### config.mk
export PLATFORM = sky130hd
export DESIGN_NAME = vend_ctrl_param
export DESIGN_NICKNAME = d
export VERILOG_FILES = /design/src/rtl/vend_ctrl_param.sv
export SDC_FILE = /design/constraint.sdc
export NUM_CORES = 1
export LEC_CHECK = 0
export BUFFER_PORTS_ARGS = -buffer_cell sky130_fd_sc_hd__buf_2
export CAP_MARGIN = 15
export CELL_PAD_IN_SITES_DETAIL_PLACEMENT = 1
export CELL_PAD_IN_SITES_GLOBAL_PLACEMENT = 1
export CORE_ASPECT_RATIO = 1.75
export CORE_MARGIN = 4
export CORE_UTILIZATION = 40
export DETAILED_ROUTE_END_ITERATION = 7
export MAX_ROUTING_LAYER = met4
export PLACE_DENSITY = 0.76
export SYNTH_ARGS = -nofsm -noshare
export SYNTH_HDL_FRONTEND = slang
export SYNTH_SLANG_ARGS = --single-unit
### constraint.sdc
create_clock -name clk_1ms -period 4.4 [get_ports clk_1ms]
set_input_delay 0.66 -clock clk_1ms [delete_from_list [all_inputs] [get_ports clk_1ms]]
set_output_delay 0.66 -clock clk_1ms [all_outputs]
set_load 0.02 [all_outputs]
### src/rtl/vend_ctrl_param.sv
// Parametrised vending-machine controller: product select, coin credit with overflow
// rejection, payment timeout, refund, change and runtime restock. All outputs registered.
module vend_ctrl_param #(
   parameter int                          N_PROD   = 5,
   parameter int                          MONEY_W  = 6,
   parameter int                          QTY_W    = 4,
   parameter logic [N_PROD*MONEY_W-1:0]   PRICES   = {6'd11, 6'd4, 6'd9, 6'd5, 6'd6},
   parameter logic [N_PROD*QTY_W-1:0]     QTY_INIT = {4'd2, 4'd3, 4'd1, 4'd4, 4'd10},
   parameter int                          TIMEOUT  = 30
) (
   input  logic               clk_1ms,
   input  logic               rst,
   input  logic               tick_1s,
   input  logic               key_vld,
   input  logic [3:0]         key,
   input  logic               refund_req,
   input  logic               btn,
   input  logic               rs_vld,
   input  logic [2:0]         rs_id,
   input  logic [QTY_W-1:0]   rs_qty,
   output logic [2:0]         ps,
   output logic [3:0]         curr_prod,
   output logic [MONEY_W-1:0] curr_price,
   output logic [MONEY_W-1:0] money,
   output logic [MONEY_W-1:0] change,
   output logic               dispense,
   output logic               coin_rej,
   output logic               sold_out
);

   localparam logic [2:0] S_IDLE   = 3'd0;
   localparam logic [2:0] S_SEL    = 3'd1;
   localparam logic [2:0] S_PAY    = 3'd2;
   localparam logic [2:0] S_DISP   = 3'd3;
   localparam logic [2:0] S_CHNG   = 3'd4;
   localparam logic [2:0] S_REFUND = 3'd5;
   localparam logic [2:0] S_STOCK  = 3'd6;

   localparam logic [3:0] KEY_P0 = 4'hA;

   // Timer only needs to hold 0..TIMEOUT-1; the last value triggers the refund.
   localparam int               TMR_W    = (TIMEOUT < 2) ? 1 : $clog2(TIMEOUT);
   localparam logic [TMR_W-1:0] TMO_LAST = TMR_W'((TIMEOUT > 0) ? TIMEOUT - 1 : 0);

   logic [QTY_W-1:0]   stock [N_PROD];
   logic [TMR_W-1:0]   timer;
   logic               disp_first;

   logic [2:0]         nxt_ps;
   logic [3:0]         nxt_prod;
   logic [MONEY_W-1:0] nxt_price;
   logic [MONEY_W-1:0] nxt_money;
   logic [MONEY_W-1:0] nxt_change;
   logic [TMR_W-1:0]   nxt_timer;
   logic               nxt_first;
   logic               nxt_rej;

   logic               is_coin;
   logic               is_prod;
   logic               key_empty;
   logic [MONEY_W-1:0] key_price;
   logic [MONEY_W-1:0] coin_val;
   logic [MONEY_W:0]   coin_sum;
   logic               coin_ovf;
   logic               dec_now;

   function automatic logic [QTY_W-1:0] sat_dec(input logic [QTY_W-1:0] q);
      return (q == '0) ? '0 : q - QTY_W'(1);
   endfunction

   // Key decode and credit arithmetic; the extra sum bit flags an overflowing coin.
   // NOTE: every always_comb output gets a default first so no latch is inferred.
   always_comb begin
      is_coin   = key_vld && (key == 4'h1 || key == 4'h2 || key == 4'h5);
      is_prod   = 1'b0;
      key_price = '0;
      key_empty = 1'b0;
      for (int i = 0; i < N_PROD; i++) begin
         if (key_vld && key == KEY_P0 + 4'(i)) begin
            is_prod   = 1'b1;
            key_price = PRICES[i*MONEY_W +: MONEY_W];
            key_empty = (stock[i] == '0);
         end
      end
      coin_val = MONEY_W'(key);
      coin_sum = {1'b0, money} + {1'b0, coin_val};
      coin_ovf = coin_sum[MONEY_W];
   end

   assign dec_now = (ps == S_DISP) && disp_first;

   always_comb begin
      nxt_ps     = ps;
      nxt_prod   = curr_prod;
      nxt_price  = curr_price;
      nxt_money  = money;
      nxt_change = change;
      nxt_timer  = timer;
      nxt_first  = 1'b0;
      nxt_rej    = 1'b0;

      case (ps)
         S_IDLE: begin
            if (is_prod) begin
               nxt_prod  = key;
               nxt_price = key_price;
               nxt_ps    = key_empty ? S_STOCK : S_SEL;
            end else if (is_coin) begin
               nxt_rej = 1'b1;
            end
         end

         S_SEL: begin
            if (refund_req) begin
               nxt_ps  = S_IDLE;
               nxt_rej = is_coin;
            end else if (is_prod) begin
               nxt_prod  = key;
               nxt_price = key_price;
               nxt_ps    = key_empty ? S_STOCK : S_SEL;
            end else if (is_coin) begin
               if (coin_ovf) begin
                  nxt_rej = 1'b1;
               end else begin
                  nxt_money = coin_sum[MONEY_W-1:0];
                  nxt_timer = '0;
                  nxt_ps    = S_PAY;
               end
            end
         end

         S_PAY: begin
            // Cancel wins over everything, then a completed payment, then new credit.
            if (refund_req) begin
               nxt_ps     = S_REFUND;
               nxt_change = money;
               nxt_rej    = is_coin;
            end else if (money >= curr_price) begin
               nxt_ps    = S_DISP;
               nxt_first = 1'b1;
               nxt_rej   = is_coin;
            end else if (is_coin && !coin_ovf) begin
               nxt_money = coin_sum[MONEY_W-1:0];
               nxt_timer = '0;
            end else begin
               nxt_rej = is_coin;
               if (TIMEOUT != 0 && tick_1s) begin
                  if (timer == TMO_LAST) begin
                     nxt_ps     = S_REFUND;
                     nxt_change = money;
                  end else begin
                     nxt_timer = timer + TMR_W'(1);
                  end
               end
            end
         end

         S_DISP: begin
            nxt_rej = is_coin;
            if (disp_first && money > curr_price) begin
               nxt_ps     = S_CHNG;
               nxt_change = money - curr_price;
            end else if (btn) begin
               nxt_ps = S_IDLE;
            end
         end

         S_CHNG, S_REFUND, S_STOCK: begin
            nxt_rej = is_coin;
            if (btn) nxt_ps = S_IDLE;
         end

         default: nxt_ps = S_IDLE;
      endcase

      if (nxt_ps == S_IDLE) begin
         nxt_prod   = '0;
         nxt_price  = '0;
         nxt_money  = '0;
         nxt_change = '0;
         nxt_timer  = '0;
      end
   end

   // NOTE: sequential state uses non-blocking assignments only.
   always_ff @(posedge clk_1ms) begin
      if (rst) begin
         ps         <= S_IDLE;
         curr_prod  <= '0;
         curr_price <= '0;
         money      <= '0;
         change     <= '0;
         timer      <= '0;
         disp_first <= 1'b0;
         coin_rej   <= 1'b0;
         dispense   <= 1'b0;
         sold_out   <= 1'b0;
      end else begin
         ps         <= nxt_ps;
         curr_prod  <= nxt_prod;
         curr_price <= nxt_price;
         money      <= nxt_money;
         change     <= nxt_change;
         timer      <= nxt_timer;
         disp_first <= nxt_first;
         coin_rej   <= nxt_rej;
         dispense   <= (nxt_ps == S_DISP) || (nxt_ps == S_CHNG);
         sold_out   <= (nxt_ps == S_STOCK);
      end
   end

   // Stock table: reset must reload it, so it is a register array rather than a RAM.
   // NOTE: the table is reset explicitly because a mid-operation reset must restore QTY_INIT.
   always_ff @(posedge clk_1ms) begin
      for (int i = 0; i < N_PROD; i++) begin
         if (rst) begin
            stock[i] <= QTY_INIT[i*QTY_W +: QTY_W];
         end else if (rs_vld && rs_id == 3'(i)) begin
            stock[i] <= (dec_now && curr_prod == KEY_P0 + 4'(i)) ? sat_dec(rs_qty) : rs_qty;
         end else if (dec_now && curr_prod == KEY_P0 + 4'(i)) begin
            stock[i] <= sat_dec(stock[i]);
         end
      end
   end

endmodule
==> metrics.txt, run 1 <==
worst min path class reg2reg; Die X-Extent between 70 and 80 µm; crit path kind in2reg; postcts setup bufs 0; die area around 11000 µm²; post-DP HPWL approximately 8400 µm; Worst R2R Path Depth 10; DP Area roughly 3900 µm²; ANT cells 0; PD cells ~260 nW/µm²; Non-Filler Instances 590; io pins 46; min-delay src change[0]; EDFF count, synth 20; Mapped Area around 3600 µm²; Peak VDD IR between 150 and 200 µV; Core ar. approximately 8700 µm²; largest net degree at the start of global routing 26; Final Max Slew Viols 0; clock tree buffer depth 2; share of layout cells above drive strength 1 0.163; Final GP Congestion between 0.8 and 0.9; routed vias/inst roughly 5.9; DRT Pass-1 Iters 4; worst endpoint data arrival time between 3000 and 4000 ps; DR iter-0 viols 107; Clock Pin Slew Worst Setup and Hold Paths around 60 ps; status finished, final reports clean; fin util 0.459; Crit. End Element register; final period utilization 0.765; Routed WL per cell 18.1 µm; Mapped Cells about 440; final WL approximately 11000 µm; TritonCTS buffer count 5; Port Buffers 43; Synth area leaders dfxtp_1, edfxtp_1, nor2_1; slowest CP cell a31o_4; worst stage delay on the critical path about 440 ps; CTS Sinks 52; Worst Setup Start Kind input port; Worst R2R End curr_price[3]; Register-to-Register Setup Slack 1110 ps; syn avg cell area 8.13 µm²; Setup TNS 0 ps; post-synth top area share 0.178; DRC violations left 0; Layout area overhead 11.4%; grt total ovfl 0; final instance area roughly 4000 µm²; Max H-tree Level 2; Core Rows 45; top cell type by total area after synthesis dfxtp_1; ys flop type dfxtp_1; worst path cell trace buf_2 -> ha_1 -> fa_1 -> a211o_1 -> o2111a_1 -> o2111a_1 -> a221oi_1 -> and3_1 -> a31o_4 -> a211oi_1; initial antenna violation count 0; Final Hold Viols 0; post-route ant nets 0; YS warnings 0; relative slew slack 0.538; maxcap violations 0; RR Startpoint money[0]; total number of vias ~3500; Clk Latency, worst-skew pair 290 ps; Filler cells 1115; fraction of the yosys area taken by sequential cells 0.345; CTS resizes 0; dpl cells 581; slew at the pin with the worst max-slew slack roughly 700 ps; Post-CTS Hold Fix Bufs 0; Overall Global Routing Usage 0.222; Die Span Y approximately 130 µm; vias in the first global route around 3700; Worst Clk Skew around 5.8 ps; Achievable Freq 297 MHz; Yosys reg bits 52; Leak Pwr between 1 and 1.5 nW; min cycle time layout approximately 3400 ps; Netlist cell types 71; final setup fails 0; Worst Path Required roughly 4600 ps; most frequent CP cell o2111a_1; Root Driver clkbuf_16; Post-synth ARST share 0; Hold Path Cell Cnt 2; Hold Path Sink change[0]; CTS tree built; global-route wire length before repair around 18000 µm; Initial Util 0.412; CP max FO 25; # nets final between 500 and 600; RSZ-0062 raised after global routing no
[how the worst max path moves through the flow]
stage / startpoint / endpoint / slack, ps
floorplan: key[0] / money[4] / 1300
global placement: key[0] / change[2] / 890
detailed placement: key[0] / curr_price[3] / 770
CTS: key[0] / curr_price[3] / 1040
global route: key[0] / money[2] / 850
finish: key[0] / curr_price[3] / 1030
[final cells by class]
| cell class | instances | area (µm²) | area share |
|---|---|---|---|
| Clock buffer | 6 | 129 | 0.0322 |
| Clock inverter | 2 | 16.3 | 0.00406 |
| Inverter | 11 | 41.3 | 0.0103 |
| Multi-Input combinational cell | 357 | 2200 | 0.550 |
| Sequential cell | 52 | 1240 | 0.310 |
| Tap cell | 117 | 146 | 0.0366 |
| Timing Repair Buffer | 45 | 228 | 0.0569 |
[where the power goes]
group | internal (W) | switching, W | leakage (nW)
combinational | 0.0000384 | 0.0000803 | 0.887
clock | 0.000212 | 0.000177 | 0.0671
sequential | 0.000510 | 0.0000143 | 0.440
total | 0.000760 | 0.000272 | 1.39
[worst max-delay path: cells and delay by family]
kind            cells  cell delay [ps]
simple gates        1              290
buf+inv             1              180
fa+ha+maj           2              680
compound gates      6             1710
[through the flow]
step	hold slack [ps]	setup WS [ps]	power, W
after floorplan	519	1300	0.000616
after global placement	460	892	0.000649
after detailed placement	465	767	0.000652
after CTS	476	1040	0.00105
after global routing	492	846	0.00108
final	474	1030	0.00103
[metal layers]
layer | vias to the layer above | routed length [µm] | share of wire | global-route usage
met5 | - | 0 | 0 | -
met4 | 0 | 375 | 0.035 | 0.0994
met3 | 28 | 277 | 0.026 | 0.0244
met2 | 62 | 6130 | 0.57 | 0.418
met1 | 1690 | 3910 | 0.37 | 0.222
li1 | 1690 | - | - | -
[logic make-up (layout without fill, tap and decap cells)]
group	Yosys count	after routing	synth area share
compound gates	124	124	0.233
flops	52	52	0.345
fa+ha+maj	12	12	0.0460
simple gates	202	202	0.287
xor+xnor	8	8	0.0195
other cells	1	2	0.00104
buf+inv	34	64	0.0428
mux	9	9	0.0261
[registers in the layout, summed over array words and instances, names as in the netlist]
name and flops:
coin_rej 1, money 6, curr_price 4, ps 3, curr_prod 4, timer 5
dispense 1, sold_out 1, change 6, stock 20, disp_first 1
[Yosys cell counts (all sizes together), types with 6 or more instances]
| cell type | n |
|---|---|
| nand2 | 39 |
| clkbuf | 16 |
| mux2i | 6 |
| buf | 7 |
| a211oi | 7 |
| a21oi | 39 |
| ha | 10 |
| nand2b | 6 |
| o211ai | 6 |
| nor4 | 10 |
| nor2 | 69 |
| nand3 | 14 |
| dfxtp | 32 |
| inv | 11 |
| o21ai | 21 |
| nor2b | 11 |
| nor3 | 19 |
| a31oi | 6 |
| edfxtp | 20 |
[cells in the final DEF (no fill, tap or decap), drive strengths merged, types with 4 or more instances in the layout]
cell type and count:
a211oi 7, a21oi 39, a31oi 6, and2 4, and3 4, buf 45
clkbuf 6, dfxtp 32, edfxtp 20, ha 10, inv 11, mux2i 6
nand2 39, nand2b 6, nand3 14, nand3b 4, nand4 5, nor2 69
nor2b 11, nor3 19, nor3b 4, nor4 10, o211ai 6, o21a 4
o21ai 21, o22a 5, o31ai 4, or3 4, xnor2 5
Note: power is estimated with default switching activity, not from simulation.
==> run 2, diff against run 1 <==
==> constraint.sdc (replaced) <==
create_clock -name clk_1ms -period 3.4 [get_ports clk_1ms]
set_input_delay 0.51 -clock clk_1ms [delete_from_list [all_inputs] [get_ports clk_1ms]]
set_output_delay 0.51 -clock clk_1ms [all_outputs]
set_load 0.02 [all_outputs]
==> metrics.txt, run 2 (synthesis gave the netlist of run 1 again) <==
Die Span Y 133 µm (unchanged); Psw 0.000362 W (was 0.000272 W); largest net degree at the start of global routing 26 (unchanged); Setup TNS 0 ps (unchanged); TritonCTS buffer count 5 (unchanged); slew at the pin with the worst max-slew slack 849 ps (was 694 ps); initial antenna violation count 0 (unchanged); crit path kind reg2reg (was in2reg); CP max FO 25 (unchanged); CTS tree built (unchanged); max reg flops 20 (unchanged); Die X-Extent 79.7 µm (unchanged); relative slew slack 0.434 (was 0.538); Worst Path Required 3560 ps (was 4560 ps); post-DP HPWL 8670 µm (was 8380 µm); final period utilization 0.908; Core ar. 8730 µm² (unchanged); Crit. End Element register (unchanged); # nets final 511 (was 502); Clk pwr share 0.442 (was 0.377); RSZ-0062 raised after global routing no (unchanged); Final Hold Viols 0 (unchanged); Clock Pin Slew Worst Setup and Hold Paths 70 ps (was 60 ps); final instance area 4120 µm² (was 4000 µm²); fin util 0.472 (was 0.459); Clk Latency, worst-skew pair 300 ps (was 290 ps); Overall Global Routing Usage 0.222 (about the same); Root Driver clkbuf_16 (unchanged); Switching Share 0.241 (was 0.263); Worst Setup Start Kind register (was input port); DR iter-0 viols 161 (was 107); worst path cell trace ha_1 -> fa_1 -> a211o_1 -> o2111a_1 -> o2111a_1 -> a221oi_1 -> and3_1 -> a31o_4 -> a211oi_1 (was buf_2 -> ha_1 -> fa_1 -> a211o_1 -> o2111a_1 -> o2111a_1 -> a221oi_1 -> and3_1 -> a31o_4 -> a211oi_1); DP Area 3930 µm² (was 3850 µm²); vias in the first global route 3706 (was 3702); postcts setup bufs 0 (unchanged); Post-CTS Hold Fix Bufs 0 (unchanged); Port Buffers 43 (unchanged); grt total ovfl 0 (unchanged); most common cell after layout, fill and taps aside nor2_1 (unchanged); worst min path class reg2reg (unchanged); Register-to-Register Setup Slack 310 ps (was 1110 ps); Final Max Slew Viols 0 (unchanged); Combinational Power Share 0.107 (was 0.115); worst stage delay on the critical path 430 ps (was 440 ps); Routed WL per cell 18.3 µm (was 18.1 µm); DRC violations left 0 (unchanged); routed vias/inst 5.91 (was 5.88); post-route ant nets 0 (unchanged); Final GP Congestion 0.923 (was 0.886); final setup fails 0 (unchanged); Internal 0.00114 W (was 0.000760 W); total number of vias 3541 (was 3470); most frequent cells in the layout nor2_1, buf_2, nand2_1 (unchanged); Core Rows 45 (unchanged); register name with the most flops stock (unchanged); Max H-tree Level 2 (unchanged); min cycle time layout between 3000 and 4000 ps; share of layout cells above drive strength 1 0.180 (was 0.163); clock tree buffer depth 2 (unchanged); Final Power 0.00150 W (was 0.00103 W); CTS resizes 0 (unchanged); global-route wire length before repair 18200 µm (about the same); most frequent CP cell o2111a_1 (unchanged); Reg power frac 0.451 (was 0.508); maxcap violations 0 (unchanged); final WL 11000 µm (was 10700 µm); Largest regs stock x20, change x6, money x6 (unchanged); Worst Clk Skew 7.23 ps (was 5.75 ps); Achievable Freq ~320 MHz; Leak Pwr 1.46 nW (was 1.39 nW); Initial Util 0.412 (unchanged); CTS Sinks 52 (unchanged); worst endpoint data arrival time 3250 ps (was 3530 ps); PD cells 364 nW/µm² (was 258 nW/µm²); DRT Pass-1 Iters 4 (unchanged); die area 10600 µm² (unchanged); io pins 46 (unchanged); slowest CP cell fa_1 (was a31o_4); Layout area overhead 14.7% (was 11.4%); ANT cells 0 (unchanged); Peak VDD IR 273 µV (was 185 µV); Hold Slack 469 ps (was 474 ps); status finished, final reports clean (unchanged)
[run 2: final timing paths]
path,from,to,depth (start not counted)
worst max-delay path,money[0],curr_price[3],9
worst min register to register,change[0],change[0],2
worst max register to register,money[0],curr_price[3],9
worst min-delay path,change[0],change[0],2
[run 2: metrics by stage]
stage          setup WS (ps)  cells
6_report                 314    599
5_1_grt                 33.1    599
4_1_cts                  292    599
3_5_place_dp            18.7    591
3_3_place_gp             113    591
2_1_floorplan            454    443
[run 2: final cells by class]
class	count	area, µm²
Clock buffer	5	125
Clock inverter	3	68.8
Fill cell	1090	4600
Inverter	11	41.3
Multi-Input combinational cell	357	2200
Sequential cell	52	1240
Tap cell	117	146
Timing Repair Buffer	54	298
[run 2: power groups by stage]
stage	combinational (W)	sequential (W)	clock [W]
4_1_cts	0.000161	0.000677	0.000676
5_1_grt	0.000177	0.000680	0.000699
3_5_place_dp	0.000160	0.000692	0
6_report	0.000161	0.000677	0.000663
2_1_floorplan	0.000110	0.000688	0
3_3_place_gp	0.000156	0.000690	0
[run 2: worst max-delay path, delay by kind of cell (launching register included)]
| family | cells | cell delay, ps |
|---|---|---|
| compound gates | 6 | 1680 |
| fa+ha+maj | 2 | 650 |
| flops | 1 | 340 |
| simple gates | 1 | 280 |
[run 2: routing by layer]
layer  share of wire  track usage  vias up  wire length, µm
met2            0.57        0.423       70             6270
met5               0            -        -                0
met1            0.36        0.217     1727             3980
li1                -            -     1709                -
met3           0.025       0.0237       35              271
met4           0.040        0.103        0              437
==> run 3, diff against run 2 <==
--- a/config.mk
+++ b/config.mk
@@ -11,10 +11,10 @@
 export CELL_PAD_IN_SITES_GLOBAL_PLACEMENT = 1
 export CORE_ASPECT_RATIO = 1.75
 export CORE_MARGIN = 4
-export CORE_UTILIZATION = 40
+export CORE_UTILIZATION = 30
 export DETAILED_ROUTE_END_ITERATION = 7
 export MAX_ROUTING_LAYER = met4
-export PLACE_DENSITY = 0.76
+export PLACE_DENSITY = 0.6
 export SYNTH_ARGS = -nofsm -noshare
 export SYNTH_HDL_FRONTEND = slang
 export SYNTH_SLANG_ARGS = --single-unit
==> metrics.txt, run 3 (synthesis gave the netlist of run 1 again) <==
Combinational Power Share 0.124 (was 0.107); Final WS setup 324 ps (was 314 ps); Psw 0.000369 W (was 0.000362 W); worst min path class reg2reg (unchanged); Core Rows 52 (was 45); most common cell after layout, fill and taps aside nor2_1 (unchanged); register name with the most flops stock (unchanged); Filler cells 1413 (was 1090); global-route wire length before repair 18600 µm (was 18200 µm); Die Span Y 153 µm (was 133 µm); maxcap violations 0 (unchanged); Setup TNS 0 ps (unchanged); ANT cells 0 (unchanged); slew at the pin with the worst max-slew slack 770 ps (was 849 ps); Reg power frac 0.496 (was 0.451); CTS tree built (unchanged); post-route ant nets 0 (unchanged); Peak VDD IR 344 µV (was 273 µV); Post-CTS Hold Fix Bufs 0 (unchanged); Clk Latency, worst-skew pair 300 ps (about the same); Die X-Extent 90.7 µm (was 79.7 µm); share of layout cells above drive strength 1 0.180 (about the same); Clk pwr share 0.380 (was 0.442); dpl cells 610 (was 591); initial antenna violation count 0 (unchanged); Overall Global Routing Usage 0.171 (was 0.222); Root Driver clkbuf_16 (unchanged); PD cells 331 nW/µm² (was 364 nW/µm²); clock tree buffer depth 2 (unchanged); final setup fails 0 (unchanged); largest net degree at the start of global routing 26 (unchanged); pre-CTS WS 46.7 ps (was 18.7 ps); Internal 0.000994 W (was 0.00114 W); Layout area overhead 14.6% (was 14.7%); DRT Pass-1 Iters 4 (unchanged); total number of vias 3482 (was 3541); DRC violations left 0 (unchanged); die area 13900 µm² (was 10600 µm²); Non-Filler Instances 618 (was 599); final WL 11200 µm (was 11000 µm); final period utilization 0.905 (was 0.908); Routed WL per cell 18.2 µm (was 18.3 µm); most frequent cells in the layout nor2_1, buf_2, nand2_1 (unchanged); io pins 46 (unchanged); Achievable Freq 325 MHz (was 324 MHz); Final Hold Viols 0 (unchanged); Initial Util 0.309 (was 0.412); RSZ-0062 raised after global routing no (unchanged); Final GP Congestion 0.888 (was 0.923); Worst Setup Start Kind register (unchanged); DR iter-0 viols 97 (was 161); min cycle time layout 3080 ps (was 3090 ps); crit path kind reg2reg (unchanged); CTS Sinks 52 (unchanged); Core ar. 11600 µm² (was 8730 µm²); post-DP HPWL 8810 µm (was 8670 µm); Leak Pwr 1.45 nW (was 1.46 nW); CP max FO 25 (unchanged); Crit. End Element register (unchanged); status finished, final reports clean (unchanged); postcts setup bufs 0 (unchanged); # nets final 512 (was 511); Final Max Slew Viols 0 (unchanged); grt total ovfl 0 (unchanged); Worst Clk Skew 3.66 ps (was 7.23 ps); Largest regs stock x20, change x6, money x6 (unchanged); Max H-tree Level 2 (unchanged); max reg flops 20 (unchanged); Clock Pin Slew Worst Setup and Hold Paths 70 ps (about the same); routed vias/inst 5.63 (was 5.91); CTS resizes 0 (unchanged); Worst Path Required 3580 ps (was 3560 ps); worst endpoint data arrival time 3250 ps (about the same); Port Buffers 43 (unchanged); relative slew slack 0.485 (was 0.434); vias in the first global route 3681 (was 3706); Switching Share 0.271 (was 0.241); TritonCTS buffer count 5 (unchanged)
-- run 3: layout make-up --
class	count	area [µm²]	share of cell area
tap	135	169	0.0410
sequential	52	1240	0.302
clock inverter	2	16.3	0.00395
clock buffer	6	129	0.0313
inverter	11	41.3	0.0100
timing repair buffer	55	318	0.0772
multi-input combinational	357	2200	0.535
-- run 3: worst paths after layout --
kind / cells after the start / slack (ps) / startpoint / end
max: 10 / 320 / money[0] / curr_price[3]
min: 2 / 460 / change[1] / change[1]
max reg2reg: 10 / 320 / money[0] / curr_price[3]
min reg2reg: 2 / 460 / change[1] / change[1]
-- run 3: per-layer routing --
metal / wire length (µm) / share of wire / GRT usage
met1: 4270 / 0.38 / 0.172
met2: 6380 / 0.57 / 0.331
met3: 300 / 0.027 / 0.0198
met4: 285 / 0.025 / 0.0621
met5: 0 / 0 / -
-- run 3: worst max-delay path, stage by stage (launching register included) --
cell      delay, ps
dfxtp_1         350
ha_1            230
fa_1            440
a211o_1         320
o2111a_1        210
o2111a_1        280
a221oi_1        430
and3_1          270
a31o_4          170
buf_12          190
a211oi_1         60
-- run 3: power groups by stage --
stage | Clock [W] | Combinational [W] | Sequential, W
5_1_grt | 0.000568 | 0.000186 | 0.000679
4_1_cts | 0.000544 | 0.000171 | 0.000676
3_5_place_dp | 0 | 0.000170 | 0.000690
3_3_place_gp | 0 | 0.000167 | 0.000689
6_report | 0.000518 | 0.000169 | 0.000676
2_1_floorplan | 0 | 0.000110 | 0.000688
-- run 3: per-stage QoR --
stage                     total power, W   util  hold WS [ps]  instance area [µm²]
final                            0.00136  0.353           465                 4120
after floorplan                 0.000798      -           519                 3600
after CTS                        0.00139  0.353           471                 4120
after detailed placement        0.000860  0.341           457                 3970
after global routing             0.00143  0.353           494                 4120
after global placement          0.000856  0.341           452                 3970
